--- src/rtl/cond_pkg.sv ---
// Shared types and constants for the execute-stage condition unit.
package cond_pkg;

  // ARM condition field encodings
  typedef enum logic [3:0] {
    EQ = 4'b0000, NE = 4'b0001, CS = 4'b0010, CC = 4'b0011,
    MI = 4'b0100, PL = 4'b0101, VS = 4'b0110, VC = 4'b0111,
    HI = 4'b1000, LS = 4'b1001, GE = 4'b1010, LT = 4'b1011,
    GT = 4'b1100, LE = 4'b1101, AL = 4'b1110, NV = 4'b1111
  } cond_t;

  // Bit positions inside a {N,Z,C,V} flag nibble
  localparam int unsigned N_IDX = 3;
  localparam int unsigned Z_IDX = 2;
  localparam int unsigned C_IDX = 1;
  localparam int unsigned V_IDX = 0;

  // IT-block sequencer states
  typedef enum logic {
    IT_IDLE   = 1'b0,
    IT_ACTIVE = 1'b1
  } it_state_t;

  // Each condition pair differs only in the LSB; flipping it gives the opposite sense
  function automatic logic [3:0] cond_invert(input logic [3:0] c);
    return c ^ 4'b0001;
  endfunction

endpackage

--- src/rtl/cond_eval.sv ---
// Combinational ARM condition evaluator: {cond, flags} -> pass.
module cond_eval
  import cond_pkg::*;
(
  input  logic [3:0] cond,
  input  logic [3:0] flags,
  output logic       pass
);

  logic n, z, c, v;

  // Decode the condition field against the supplied flags; NV is a defined never-pass
  always_comb begin
    n    = flags[N_IDX];
    z    = flags[Z_IDX];
    c    = flags[C_IDX];
    v    = flags[V_IDX];
    pass = 1'b0;
    case (cond_t'(cond))
      EQ:      pass = z;
      NE:      pass = ~z;
      CS:      pass = c;
      CC:      pass = ~c;
      MI:      pass = n;
      PL:      pass = ~n;
      VS:      pass = v;
      VC:      pass = ~v;
      HI:      pass = c & ~z;
      LS:      pass = ~(c & ~z);
      GE:      pass = (n == v);
      LT:      pass = (n != v);
      GT:      pass = ~z & (n == v);
      LE:      pass = ~(~z & (n == v));
      AL:      pass = 1'b1;
      NV:      pass = 1'b0;
      default: pass = 1'b0;
    endcase
  end

endmodule

--- src/rtl/cond_exec_unit.sv ---
// Execute-stage condition unit: per-context NZCV banks, IT-block predication,
// and gating of RegWrite/MemWrite/PCSrc before they enter the M stage.
module cond_exec_unit
  import cond_pkg::*;
#(
  parameter  int unsigned NUM_CTX = 1,
  parameter  int unsigned IT_MAX  = 4,
  localparam int unsigned CTX_W   = (NUM_CTX > 1) ? $clog2(NUM_CTX) : 1,
  localparam int unsigned LEN_W   = $clog2(IT_MAX + 1)
) (
  input  logic              clk,
  input  logic              reset,
  input  logic              ValidE,
  input  logic              StallE,
  input  logic              FlushE,
  input  logic [CTX_W-1:0]  CtxE,
  input  logic [3:0]        CondE,
  input  logic [1:0]        FlagWriteE,
  input  logic [3:0]        ALUFlagsE,
  input  logic              RegWriteE,
  input  logic              MemWriteE,
  input  logic              PCSrcE,
  input  logic              ITStartE,
  input  logic [LEN_W-1:0]  ITLenE,
  input  logic [IT_MAX-1:0] ITMaskE,
  output logic              CondExE,
  output logic              RegWriteGE,
  output logic              MemWriteGE,
  output logic              PCSrcGE,
  output logic [3:0]        FlagsE,
  output logic              ITActive,
  output logic              ITErr
);

  logic [3:0]        bank_q [NUM_CTX];
  it_state_t         it_state_q;
  logic [3:0]        it_base_q;
  logic [IT_MAX-1:0] it_mask_q;
  logic [CTX_W-1:0]  it_ctx_q;
  logic [LEN_W-1:0]  it_left_q;
  logic              it_err_q;

  logic [CTX_W-1:0]  ctx_idx;
  logic [3:0]        cur_flags;
  logic [3:0]        eff_cond;
  logic              in_it;
  logic              advance;
  logic              len_ok;
  logic              cond_pass;
  logic              gate;

  // Context select (out-of-range contexts fold onto bank 0) and bank read-out
  always_comb begin
    ctx_idx   = ({1'b0, CtxE} < (CTX_W + 1)'(NUM_CTX)) ? CtxE : '0;
    cur_flags = '0;
    for (int i = 0; i < NUM_CTX; i++) begin
      if (CTX_W'(i) == ctx_idx) cur_flags = bank_q[i];
    end
  end

  // Effective condition: IT slots of the owning context override CondE
  always_comb begin
    advance  = ValidE & ~StallE & ~FlushE;
    in_it    = (it_state_q == IT_ACTIVE) && (ctx_idx == it_ctx_q);
    eff_cond = in_it ? (it_mask_q[0] ? it_base_q : cond_invert(it_base_q)) : CondE;
    len_ok   = (ITLenE != '0) && (ITLenE <= LEN_W'(IT_MAX));
  end

  cond_eval u_cond_eval (
    .cond  (eff_cond),
    .flags (cur_flags),
    .pass  (cond_pass)
  );

  // Gated control outputs
  always_comb begin
    gate       = cond_pass & ValidE & ~FlushE;
    CondExE    = cond_pass;
    RegWriteGE = RegWriteE & gate;
    MemWriteGE = MemWriteE & gate;
    PCSrcGE    = PCSrcE & gate;
    FlagsE     = cur_flags;
    ITActive   = (it_state_q == IT_ACTIVE);
    ITErr      = it_err_q;
  end

  // Flag banks: partial NZ / CV writes, only the selected context, only when executed
  always_ff @(posedge clk) begin
    if (reset) begin
      for (int i = 0; i < NUM_CTX; i++) bank_q[i] <= '0;
    end else if (advance && cond_pass) begin
      for (int i = 0; i < NUM_CTX; i++) begin
        if (CTX_W'(i) == ctx_idx) begin
          if (FlagWriteE[1]) bank_q[i][N_IDX:Z_IDX] <= ALUFlagsE[N_IDX:Z_IDX];
          if (FlagWriteE[0]) bank_q[i][C_IDX:V_IDX] <= ALUFlagsE[C_IDX:V_IDX];
        end
      end
    end
  end

  // IT sequencer: mask is shifted so bit 0 always belongs to the current slot
  always_ff @(posedge clk) begin
    if (reset) begin
      it_state_q <= IT_IDLE;
      it_base_q  <= '0;
      it_mask_q  <= '0;
      it_ctx_q   <= '0;
      it_left_q  <= '0;
      it_err_q   <= 1'b0;
    end else begin
      it_err_q <= advance && in_it && ITStartE;
      if (FlushE) begin
        it_state_q <= IT_IDLE;
        it_left_q  <= '0;
      end else if (advance) begin
        case (it_state_q)
          IT_IDLE: begin
            if (ITStartE && cond_pass && len_ok) begin
              it_state_q <= IT_ACTIVE;
              it_base_q  <= CondE;
              it_mask_q  <= ITMaskE;
              it_ctx_q   <= ctx_idx;
              it_left_q  <= ITLenE;
            end
          end
          IT_ACTIVE: begin
            if (in_it) begin
              it_mask_q <= it_mask_q >> 1;
              it_left_q <= it_left_q - LEN_W'(1);
              if (it_left_q == LEN_W'(1)) it_state_q <= IT_IDLE;
            end
          end
          default: it_state_q <= IT_IDLE;
        endcase
      end
    end
  end

endmodule

--- config.mk ---
export PLATFORM = sky130hd
export DESIGN_NAME = cond_exec_unit
export DESIGN_NICKNAME = d
export VERILOG_FILES = /design/src/rtl/cond_pkg.sv /design/src/rtl/cond_eval.sv /design/src/rtl/cond_exec_unit.sv
export SDC_FILE = /design/constraint.sdc
export NUM_CORES = 1
export LEC_CHECK = 0
export ABC_AREA = 1
export CAP_MARGIN = 25
export CORE_MARGIN = 1
export CORE_UTILIZATION = 49
export CTS_CLUSTER_DIAMETER = 60
export CTS_CLUSTER_SIZE = 16
export DETAILED_ROUTE_END_ITERATION = 8
export PLACE_DENSITY = 0.92
export SLEW_MARGIN = 15
export SYNTH_ARGS = -nofsm -noshare
export SYNTH_HDL_FRONTEND = slang
export SYNTH_HIERARCHICAL = 1
export SYNTH_SLANG_ARGS = --single-unit
export TNS_END_PERCENT = 100
--- constraint.sdc ---
create_clock -name clk -period 3.7 [get_ports clk]
set_input_delay 1.11 -clock clk [delete_from_list [all_inputs] [get_ports clk]]
set_output_delay 1.11 -clock clk [all_outputs]
set_load 0.1 [all_outputs]
==> run_results.csv, run 1 <==
group,metric,value,unit
status,status,"completed",
detailed_routing,drt-pass1-iter-count,4,
synthesis,postSynthAreaPerCell,6.256,um^2
critical_path,crit_slowest_cell,"clkdlybuf4s15_1",
hold_path,worst_hold_path_type,"reg -> reg",
floorplan,chipHeight,50.60,um
synthesis,netlist.area_leader.share,0.2249,
critical_path,max_stage_delay,0.20,ns
finish,fillCellCount,140,
flow_run,max_cap_viol_count,0,
pwr,pwr_density_cell,257.2,mW/mm^2
floorplan,core_area,0.002212,mm^2
cts,clkSinkCount,17,
timing,holdWs,0.4813,ns
timing,tightestPinTransition,0.3582,ns
cts,cts_buffer_depth,2,
synthesis,yosysMostFrequentCell,"nand2_1",
timing,min_period,3.569,ns
timing,rsz0062_at_grt,"false",
critical_path,cp.arrival,2.46,ns
synthesis,synth_area,0.001157,mm^2
timing,fin_worst_skew,0.002254,ns
critical_path,critPathCaptureType,"output port",
synthesis,synth_warnings,6,
floorplan,num_rows,17,
place,io_buffers,35,
place,hpwl,2347,um
detailed_routing,drc,0,
critical_path,crit_path_max_fanout,4,
global_route,grt_max_degree,15,
timing,finalCritPeriodShare,0.9646,
place,placed_area,0.001637,mm^2
detailed_routing,ant_nets,0,
floorplan,die_w,50.60,um
finish,design_area,0.001779,mm^2
floorplan,start_util,0.5232,
place,gp_congestion,0.8485,
critical_path,critical_path_class,"in -> out",
finish,n_antenna_cell,0,
synthesis,ys_types,24,
global_route,grt-ovfl-total,0,
synthesis,synth_top_cells_by_count,"nand2_1 (47), nor2_1 (32), inv_1 (22), nand3_1 (16), dfxtp_1 (13)",
global_route,grt_pass1_wl,4802,um
timing,finalSetupTns,0,ns
synthesis,syn-num-nets,214,
synthesis,synth_area_leaders,"dfxtp_1 (22%), nand2_1 (15%), edfxtp_1 (10%), nor2_1 (10%), inv_1 (7.1%)",
global_route,grt_usage,0.2467,
critical_path,cp_common_cell,"nand2_4",
timing,hold_viol,0,
global_route,grt_pass1_vias,1180,
synthesis,synth_top_flop_cell,"dfxtp_1",
cts,path_clk_slew,0.10,ns
synthesis,yosysTopAreaCell,"dfxtp_1",
finish,nets,257,
detailed_routing,wl,3085,um
critical_path,rr_startpoint,"ITActive$_SDFFE_PP0P_",
cts,htreeDepth,1,
critical_path,worstPathCellList,"clkdlybuf4s15_1 -> nand2_2 -> nand2_4 -> nand2_4 -> nor2_4 -> nand2_4 -> nand2_1 -> nor2_2 -> nand3_4 -> nand3_4 -> nor2_4 -> buf_12",
synthesis,yosysSeqAreaShare,0.3286,
detailed_routing,wl_per_cell,12.10,um
finish,syn2layout_area_growth,53.73,%
synthesis,synth_edf_count,4,
floorplan,dieArea,0.002560,mm^2
timing,setup_viol,0,
synthesis,synth-seq-cells,17,
pwr,leakage,0.0007922,uW
timing,slew_headroom,0.7607,
detailed_routing,via_count,1310,
cts,hold_buffers,0,
floorplan,ioPinCount,37,
pwr,max-vdd-ir-drop,166.3,uV
cts,numCtsBuffers,3,
synthesis,syn-instance-count,185,
critical_path,setup.worst_path.start,"CondE[2]",
detailed_routing,drt-initial-drc-count,38,
critical_path,start_kind,"input port",
finish,drive_gt1_frac,0.2819,
critical_path,required,2.59,ns
hold_path,worstHoldStart,"it_mask_q[3]$_SDFFE_PP0P_",
cts,cts_tree,"yes",
timing,slew_violations,0,
global_route,antenna_found_initial,0,
synthesis,async_flop_share,0,
timing,max_freq,280.2,MHz
detailed_routing,routed_via_density,5.137,
cts,clk_latency,0.29,ns
cts,root_buffer,"clkbuf_4",
[through the flow]
stage	power, uW	std cells	setup slack (ns)	util
2_1_floorplan	291.8	185	-0.07263	-
3_3_place_gp	343.7	246	-0.2392	0.7398
3_5_place_dp	348.2	246	-0.3109	0.7398
4_1_cts	449.4	251	0.006296	0.7788
5_1_grt	476.8	255	0.02637	0.8043
6_report	457.7	255	0.1309	0.8043
[final cells by class]
type                    count  area, um^2  area share
multi-input cells         133       790.8      0.4444
repair buffers             44       427.9      0.2405
flip-flops and latches     17       384.1      0.2159
inverters                  29       115.1     0.06470
well taps                  28       35.03     0.01969
clock buffers               4       26.28     0.01477
[registers in the layout, summed over array words and instances, names as in the netlist]
name / count
ITActive: 1
ITErr: 1
bank_q: 4
it_base_q: 4
it_left_q: 3
it_mask_q: 4
[metal layers]
layer | routed length, um | vias up | part of all wire | GRT usage
met2 | 1687 | 39 | 0.55 | 0.4978
met4 | 44 | 0 | 0.014 | 0.05556
met3 | 119 | 7 | 0.039 | 0.02727
li1 | - | 663 | - | -
met1 | 1233 | 601 | 0.40 | 0.2672
met5 | 0 | - | 0 | 0
[final timing paths]
check | cells past startpoint | slack (ns) | to
max | 12 | 0.13 | MemWriteGE
min | 2 | 0.48 | it_mask_q[3]$_SDFFE_PP0P_
max reg2reg | 17 | 0.93 | it_mask_q[3]$_SDFFE_PP0P_
min reg2reg | 2 | 0.48 | it_mask_q[3]$_SDFFE_PP0P_
[layout by cell type, fill, tap and decap left out, drive strengths merged, types with 2 or more instances in the layout]
cell type / synthesis / final
a21oi: 10 / 10
buf: 4 / 19
clkbuf: 2 / 7
clkdlybuf4s50: 0 / 21
clkinv: 2 / 2
dfxtp: 13 / 13
edfxtp: 4 / 4
ha: 2 / 2
inv: 27 / 26
mux2i: 3 / 3
nand2: 49 / 49
nand3: 17 / 17
nand4: 4 / 4
nor2: 34 / 34
o21ai: 11 / 11
[cells by family after synthesis]
group,Yosys count,synth area share
xor gates and xnor gates,1,0.007569
muxes,3,0.02595
AOI/OAI and AO/OA,21,0.09081
buffers and inverters,35,0.1341
adders and majority gates,2,0.02162
and+or+nand+nor,106,0.3914
DFF,17,0.3287
[critical path: cells and delay by family]
family | cells | cell delay, ns
buffers and inverters | 2 | 0.38
AND/OR/NAND/NOR | 10 | 0.95
[report_power, final]
part | leakage [uW] | total [uW] | switching, uW | internal [uW]
Sequential | 0.000147 | 196 | 3.33 | 193
Combinational | 0.000630 | 160 | 96.7 | 63.7
Clock | 0.0000150 | 101 | 59.5 | 42.0
Total | 0.000792 | 458 | 159 | 298
[timing repair]
action	in CTS	in global routing
setup endpoints to repair	4	4
buffers inserted	1	4
gates resized for setup	20	17
pin swaps	10	12
Note: power is estimated with default switching activity, not from simulation.
==> run 2, diff against run 1 <==
--- a/config.mk
+++ b/config.mk
@@ -12,7 +12,7 @@
 export CTS_CLUSTER_DIAMETER = 60
 export CTS_CLUSTER_SIZE = 16
 export DETAILED_ROUTE_END_ITERATION = 8
-export PLACE_DENSITY = 0.92
+export PLACE_DENSITY = 0.86
 export SLEW_MARGIN = 15
 export SYNTH_ARGS = -nofsm -noshare
 export SYNTH_HDL_FRONTEND = slang
==> run 2 against run 1 <==
Compared with the run above: die area unchanged; hold slack better by 0.012 ns; final cell count down 1.6%; combinational power about the same; clock power up 7%; sequential cell count unchanged; utilization down 1.8 points; clock skew up 0.0055 ns; register-to-register slack worse by 0.08 ns; sequential power about the same; critical path type unchanged; critical endpoint is now CondExE.
==> run_results.csv, run 2 (synthesis results as in run 1) <==
group,metric,value,unit
timing,hold_viol,0,
critical_path,crit_path_max_fanout,5,
finish,fillCellCount,147,
timing,fin_worst_skew,0.007784,ns
floorplan,dieArea,0.002560,mm^2
global_route,antenna_found_initial,0,
timing,slew_headroom,0.7037,
detailed_routing,ant_nets,0,
timing,max_freq,284.7,MHz
critical_path,start_kind,"input port",
pwr,total_power,461.2,uW
critical_path,r2r_slack,0.85,ns
critical_path,critical_path_class,"in -> out",
finish,drive_gt1_frac,0.2735,
cts,cts_buffer_depth,2,
critical_path,required,2.59,ns
detailed_routing,wl,3079,um
hold_path,hold_path_depth,2,
global_route,grt_usage,0.2622,
hold_path,worst_hold_path_type,"reg -> reg",
critical_path,worst_r2r_endpoint,"it_mask_q[3]$_SDFFE_PP0P_",
critical_path,cp.arrival,2.40,ns
finish,syn2layout_area_growth,50.38,%
floorplan,start_util,0.5232,
finish,post-route-util,0.7868,
timing,finalSetupTns,0,ns
cts,hold_buffers,0,
cts,root_buffer,"clkbuf_4",
finish,mostFrequentLayoutCells,"nand2_1 (38), nor2_1 (22), inv_1 (21), clkdlybuf4s50_1 (21)",
critical_path,max_stage_delay,0.17,ns
timing,slew_violations,0,
cts,clk_latency,0.30,ns
global_route,grt_max_degree,15,
timing,setup_viol,0,
flow_run,max_cap_viol_count,0,
floorplan,ioPinCount,37,
pwr,leakage,0.0007731,uW
cts,cts_tree,"yes",
hold_path,worstHoldEndpoint,"it_left_q[1]$_SDFFE_PP0P_",
floorplan,num_rows,17,
floorplan,core_area,0.002212,mm^2
critical_path,crit_slowest_cell,"buf_4",
detailed_routing,drt-initial-drc-count,18,
cts,numCtsBuffers,3,
timing,tightestPinTransition,0.4439,ns
pwr,pwr_density_cell,265.0,mW/mm^2
finish,seqCellArea,381.6,um^2
critical_path,worstPathCellList,"clkbuf_2 -> nand2_2 -> o21ai_4 -> inv_2 -> o21ai_1 -> inv_1 -> nand2_1 -> nand2_1 -> nor2_2 -> nand3_4 -> buf_4 -> buf_12",
critical_path,crit_family,"buffers and inverters",
critical_path,critPathCaptureType,"output port",
global_route,grt-ovfl-total,0,
global_route,grt_pass1_wl,4988,um
cts,htreeDepth,1,
critical_path,reg2reg_depth,17,
place,gp_congestion,0.8009,
cts,clkSinkCount,17,
critical_path,path_buf_inv,5,
place,hpwl,2274,um
floorplan,die_w,50.60,um
timing,holdWs,0.4938,ns
finish,multiInputGateArea,789.5,um^2
timing,min_period,3.513,ns
detailed_routing,via_count,1289,
detailed_routing,drc,0,
critical_path,cp_common_cell,"nand2_1",
place,io_buffers,35,
status,status,"completed",
timing,finalCritPeriodShare,0.9494,
timing,rsz0062_at_grt,"false",
critical_path,rr_startpoint,"ITActive$_SDFFE_PP0P_",
finish,n_antenna_cell,0,
pwr,max-vdd-ir-drop,187.6,uV
global_route,grt_pass1_vias,1193,
hold_path,worstHoldStart,"it_left_q[1]$_SDFFE_PP0P_",
detailed_routing,drt-pass1-iter-count,4,
finish,layout_commonest_cell,"nand2_1",
finish,nets,253,
finish,largestRegisters,"bank_q (4), it_base_q (4), it_mask_q (4)",
detailed_routing,wl_per_cell,12.27,um
detailed_routing,routed_via_density,5.135,
cts,path_clk_slew,0.10,ns
floorplan,chipHeight,50.60,um
==> run 2: where the power goes <==
| group | internal (uW) | switching [uW] | leakage, uW |
|---|---|---|---|
| sequential | 193 | 3.27 | 0.000147 |
| combinational | 61.4 | 95.5 | 0.000612 |
| clock | 42.0 | 65.7 | 0.0000150 |
| total | 297 | 164 | 0.000773 |
==> run 2: how the worst max path moves through the flow <==
stage,from,end,cells after the start
5_1_grt,ITActive$_SDFFE_PP0P_,MemWriteGE,12
2_1_floorplan,CondE[1],MemWriteGE,13
3_3_place_gp,CondE[1],MemWriteGE,13
4_1_cts,CondE[3],RegWriteGE,12
3_5_place_dp,CondE[1],MemWriteGE,13
6_report,CondE[0],CondExE,12
==> run 2: routing by layer <==
layer  wire length, um  vias to the layer above  track usage
met2              1780                       29       0.5311
met3                82                        5      0.03333
met4                37                        0       0.1019
met5                 0                        -            0
met1              1178                      595       0.2626
li1                  -                      660            -
==> run 2: repair_timing <==
action	CTS	global route
setup endpoints to repair	4	4
resized for setup	19	17
buffers inserted	2	1
pin swaps	12	16
==> run 2: cell type report <==
type | instances | share of cell area
multi-input combinational | 133 | 0.4536
timing repair buffer | 40 | 0.2279
sequential | 17 | 0.2193
inverter | 29 | 0.06398
tap | 28 | 0.02013
clock buffer | 4 | 0.01510
==> run 2: worst min-delay path, delay by kind of cell (launching register included) <==
kind               cells  cell delay [ns]
DFF                    1             0.33
AOI/OAI and AO/OA      1             0.06
and+or+nand+nor        1             0.07
==> run 2: per-stage QoR <==
step	setup slack, ns	cells	instance area (um^2)
after detailed placement	-0.2966	244	1622
after floorplan	-0.07263	185	1242
after global routing	0.03832	251	1740
after global placement	-0.2436	244	1622
after CTS	0.02009	250	1710
final	0.1872	251	1740
==> run 3, diff against run 2 <==
--- a/config.mk
+++ b/config.mk
@@ -7,6 +7,7 @@
 export LEC_CHECK = 0
 export ABC_AREA = 1
 export CAP_MARGIN = 25
+export CORE_ASPECT_RATIO = 0.75
 export CORE_MARGIN = 1
 export CORE_UTILIZATION = 49
 export CTS_CLUSTER_DIAMETER = 60
==> run 3 against run 2 <==
Compared with the run above: first-iteration DRC count rose to 6.4 times the previous value; combinational power about the same; maximum frequency down 3.5%; final cell count up 2.4%; design area up 0.14%; worst setup slack worse by 0.13 ns; critical path type unchanged; critical endpoint is now MemWriteGE; largest cell class unchanged; largest power group unchanged.
==> run_results.csv, run 3 (synthesis results as in run 1) <==
group,metric,value,unit
finish,nets,255,
critical_path,worstPathCellList,"clkdlybuf4s15_1 -> nand2_1 -> nand2_2 -> nand2_2 -> nor3_2 -> nand2_1 -> nand2_1 -> nor2_2 -> nand3_4 -> nand3_4 -> nor2_4 -> buf_12",
timing,slew_violations,0,
global_route,grt_pass1_vias,1157,
detailed_routing,drt-initial-drc-count,115,
flow_run,max_cap_viol_count,0,
critical_path,cp_common_cell,"nand2_1",
hold_path,worst_hold_path_type,"reg -> reg",
global_route,grt_usage,0.2549,
cts,root_buffer,"clkbuf_4",
critical_path,path_buf_inv,2,
global_route,grt_max_degree,15,
finish,layout_commonest_cell,"nand2_1",
detailed_routing,drc,0,
floorplan,num_rows,14,
pwr,leakage,0.0007746,uW
cts,clkSinkCount,17,
detailed_routing,wl,3076,um
finish,fillCellCount,139,
timing,min_period,3.641,ns
detailed_routing,wl_per_cell,11.97,um
critical_path,required,2.59,ns
floorplan,die_w,58.12,um
finish,mostFrequentLayoutCells,"nand2_1 (39), nor2_1 (24), inv_1 (21), clkdlybuf4s50_1 (21), nand3_1 (13)",
cts,htreeDepth,1,
cts,clk_latency,0.30,ns
finish,n_antenna_cell,0,
floorplan,ioPinCount,37,
timing,setup_viol,0,
timing,tightestPinTransition,0.4499,ns
place,placed_area,0.001634,mm^2
status,status,"completed",
critical_path,crit_slowest_cell,"clkdlybuf4s15_1",
timing,slew_headroom,0.6998,
critical_path,cp.arrival,2.53,ns
floorplan,chipHeight,44.09,um
cts,numCtsBuffers,3,
timing,max_freq,274.6,MHz
timing,hold_viol,0,
critical_path,critical_path_class,"in -> out",
detailed_routing,drt-pass1-iter-count,4,
pwr,max-vdd-ir-drop,158.7,uV
global_route,grt-ovfl-total,0,
critical_path,crit_path_max_fanout,4,
floorplan,dieArea,0.002563,mm^2
detailed_routing,via_count,1298,
detailed_routing,routed_via_density,5.051,
critical_path,crit_family,"simple AND/OR/NAND/NOR gates",
cts,path_clk_slew,0.11,ns
finish,design_area,0.001743,mm^2
global_route,antenna_found_initial,0,
timing,finalCritPeriodShare,0.9841,
cts,cts_tree,"yes",
finish,drive_gt1_frac,0.2622,
critical_path,critPathCaptureType,"output port",
place,io_buffers,35,
global_route,grt_pass1_wl,4940,um
detailed_routing,ant_nets,0,
floorplan,core_area,0.002120,mm^2
critical_path,max_stage_delay,0.18,ns
cts,cts_buffer_depth,2,
floorplan,start_util,0.5460,
place,gp_congestion,0.9041,
finish,syn2layout_area_growth,50.59,%
timing,fin_worst_skew,0.001929,ns
finish,largestRegisters,"bank_q (4), it_base_q (4), it_mask_q (4)",
place,place_inst,249,
place,hpwl,2262,um
finish,finalNonFillerCells,257,
pwr,pwr_density_cell,265.2,mW/mm^2
critical_path,start_kind,"input port",
## run 3: worst paths after layout
| path | slack, ns | end | from | cells after the start |
|---|---|---|---|---|
| worst max-delay path | 0.06 | MemWriteGE | CondE[3] | 12 |
| worst min-delay path | 0.47 | it_mask_q[3]$_SDFFE_PP0P_ | it_mask_q[3]$_SDFFE_PP0P_ | 2 |
| worst max register to register | 0.87 | it_left_q[1]$_SDFFE_PP0P_ | ITActive$_SDFFE_PP0P_ | 17 |
| worst min register to register | 0.47 | it_mask_q[3]$_SDFFE_PP0P_ | it_mask_q[3]$_SDFFE_PP0P_ | 2 |
## run 3: layer usage
layer,global-route usage,vias to the layer above,part of all wire
met4,0.08095,0,0.010
li1,-,669,-
met3,0.06725,4,0.072
met5,0,-,0
met2,0.4391,44,0.47
met1,0.3156,581,0.45
## run 3: per-stage QoR
step	hold WS, ns	worst slack (ns)	TNS [ns]	util	total power (uW)
after global placement	0.4493	-0.2703	-1.049	0.7710	344.5
final	0.4668	0.05896	0	0.8223	462.2
after global routing	0.5100	-0.03061	-0.04190	0.8223	480.2
after CTS	0.4741	0.02160	0	0.8170	460.7
after floorplan	0.4332	-0.07263	-0.1716	-	291.8
after detailed placement	0.4582	-0.2999	-1.158	0.7710	347.4
## run 3: cell type report
type	count	area (um^2)	area share
Sequential cell	17	381.6	0.2190
Multi-Input combinational cell	133	755.7	0.4336
Clock buffer	3	22.52	0.01292
Tap cell	32	40.04	0.02297
Inverter	29	111.4	0.06389
Timing Repair Buffer	42	424.2	0.2434
Clock inverter	1	7.507	0.004307
## run 3: repair_timing
item	CTS	global route
hold buffers	0	0
pin swaps	11	14
resized for setup	20	9
setup buffers	2	2
endpoints found under the setup margin	4	4
## run 3: power breakdown
| part | internal (uW) | leakage (uW) | switching [uW] |
|---|---|---|---|
| Sequential | 193 | 0.000147 | 3.09 |
| Combinational | 62.9 | 0.000614 | 95.0 |
| Clock | 41.2 | 0.0000139 | 66.7 |
## run 3: worst reg2reg max path, stage by stage (launching register included)
cell	delay (ns)
dfxtp_2	0.51
inv_1	0.29
o21ai_4	0.31
inv_2	0.10
o21ai_1	0.13
inv_1	0.05
nand2_1	0.06
nand2_1	0.07
nor2_2	0.15
nand3_4	0.11
buf_6	0.15
nand2_1	0.06
clkinv_1	0.06
nand3_2	0.08
nand2_1	0.23
nand2_1	0.21
nand2_1	0.08
a21oi_1	0.12
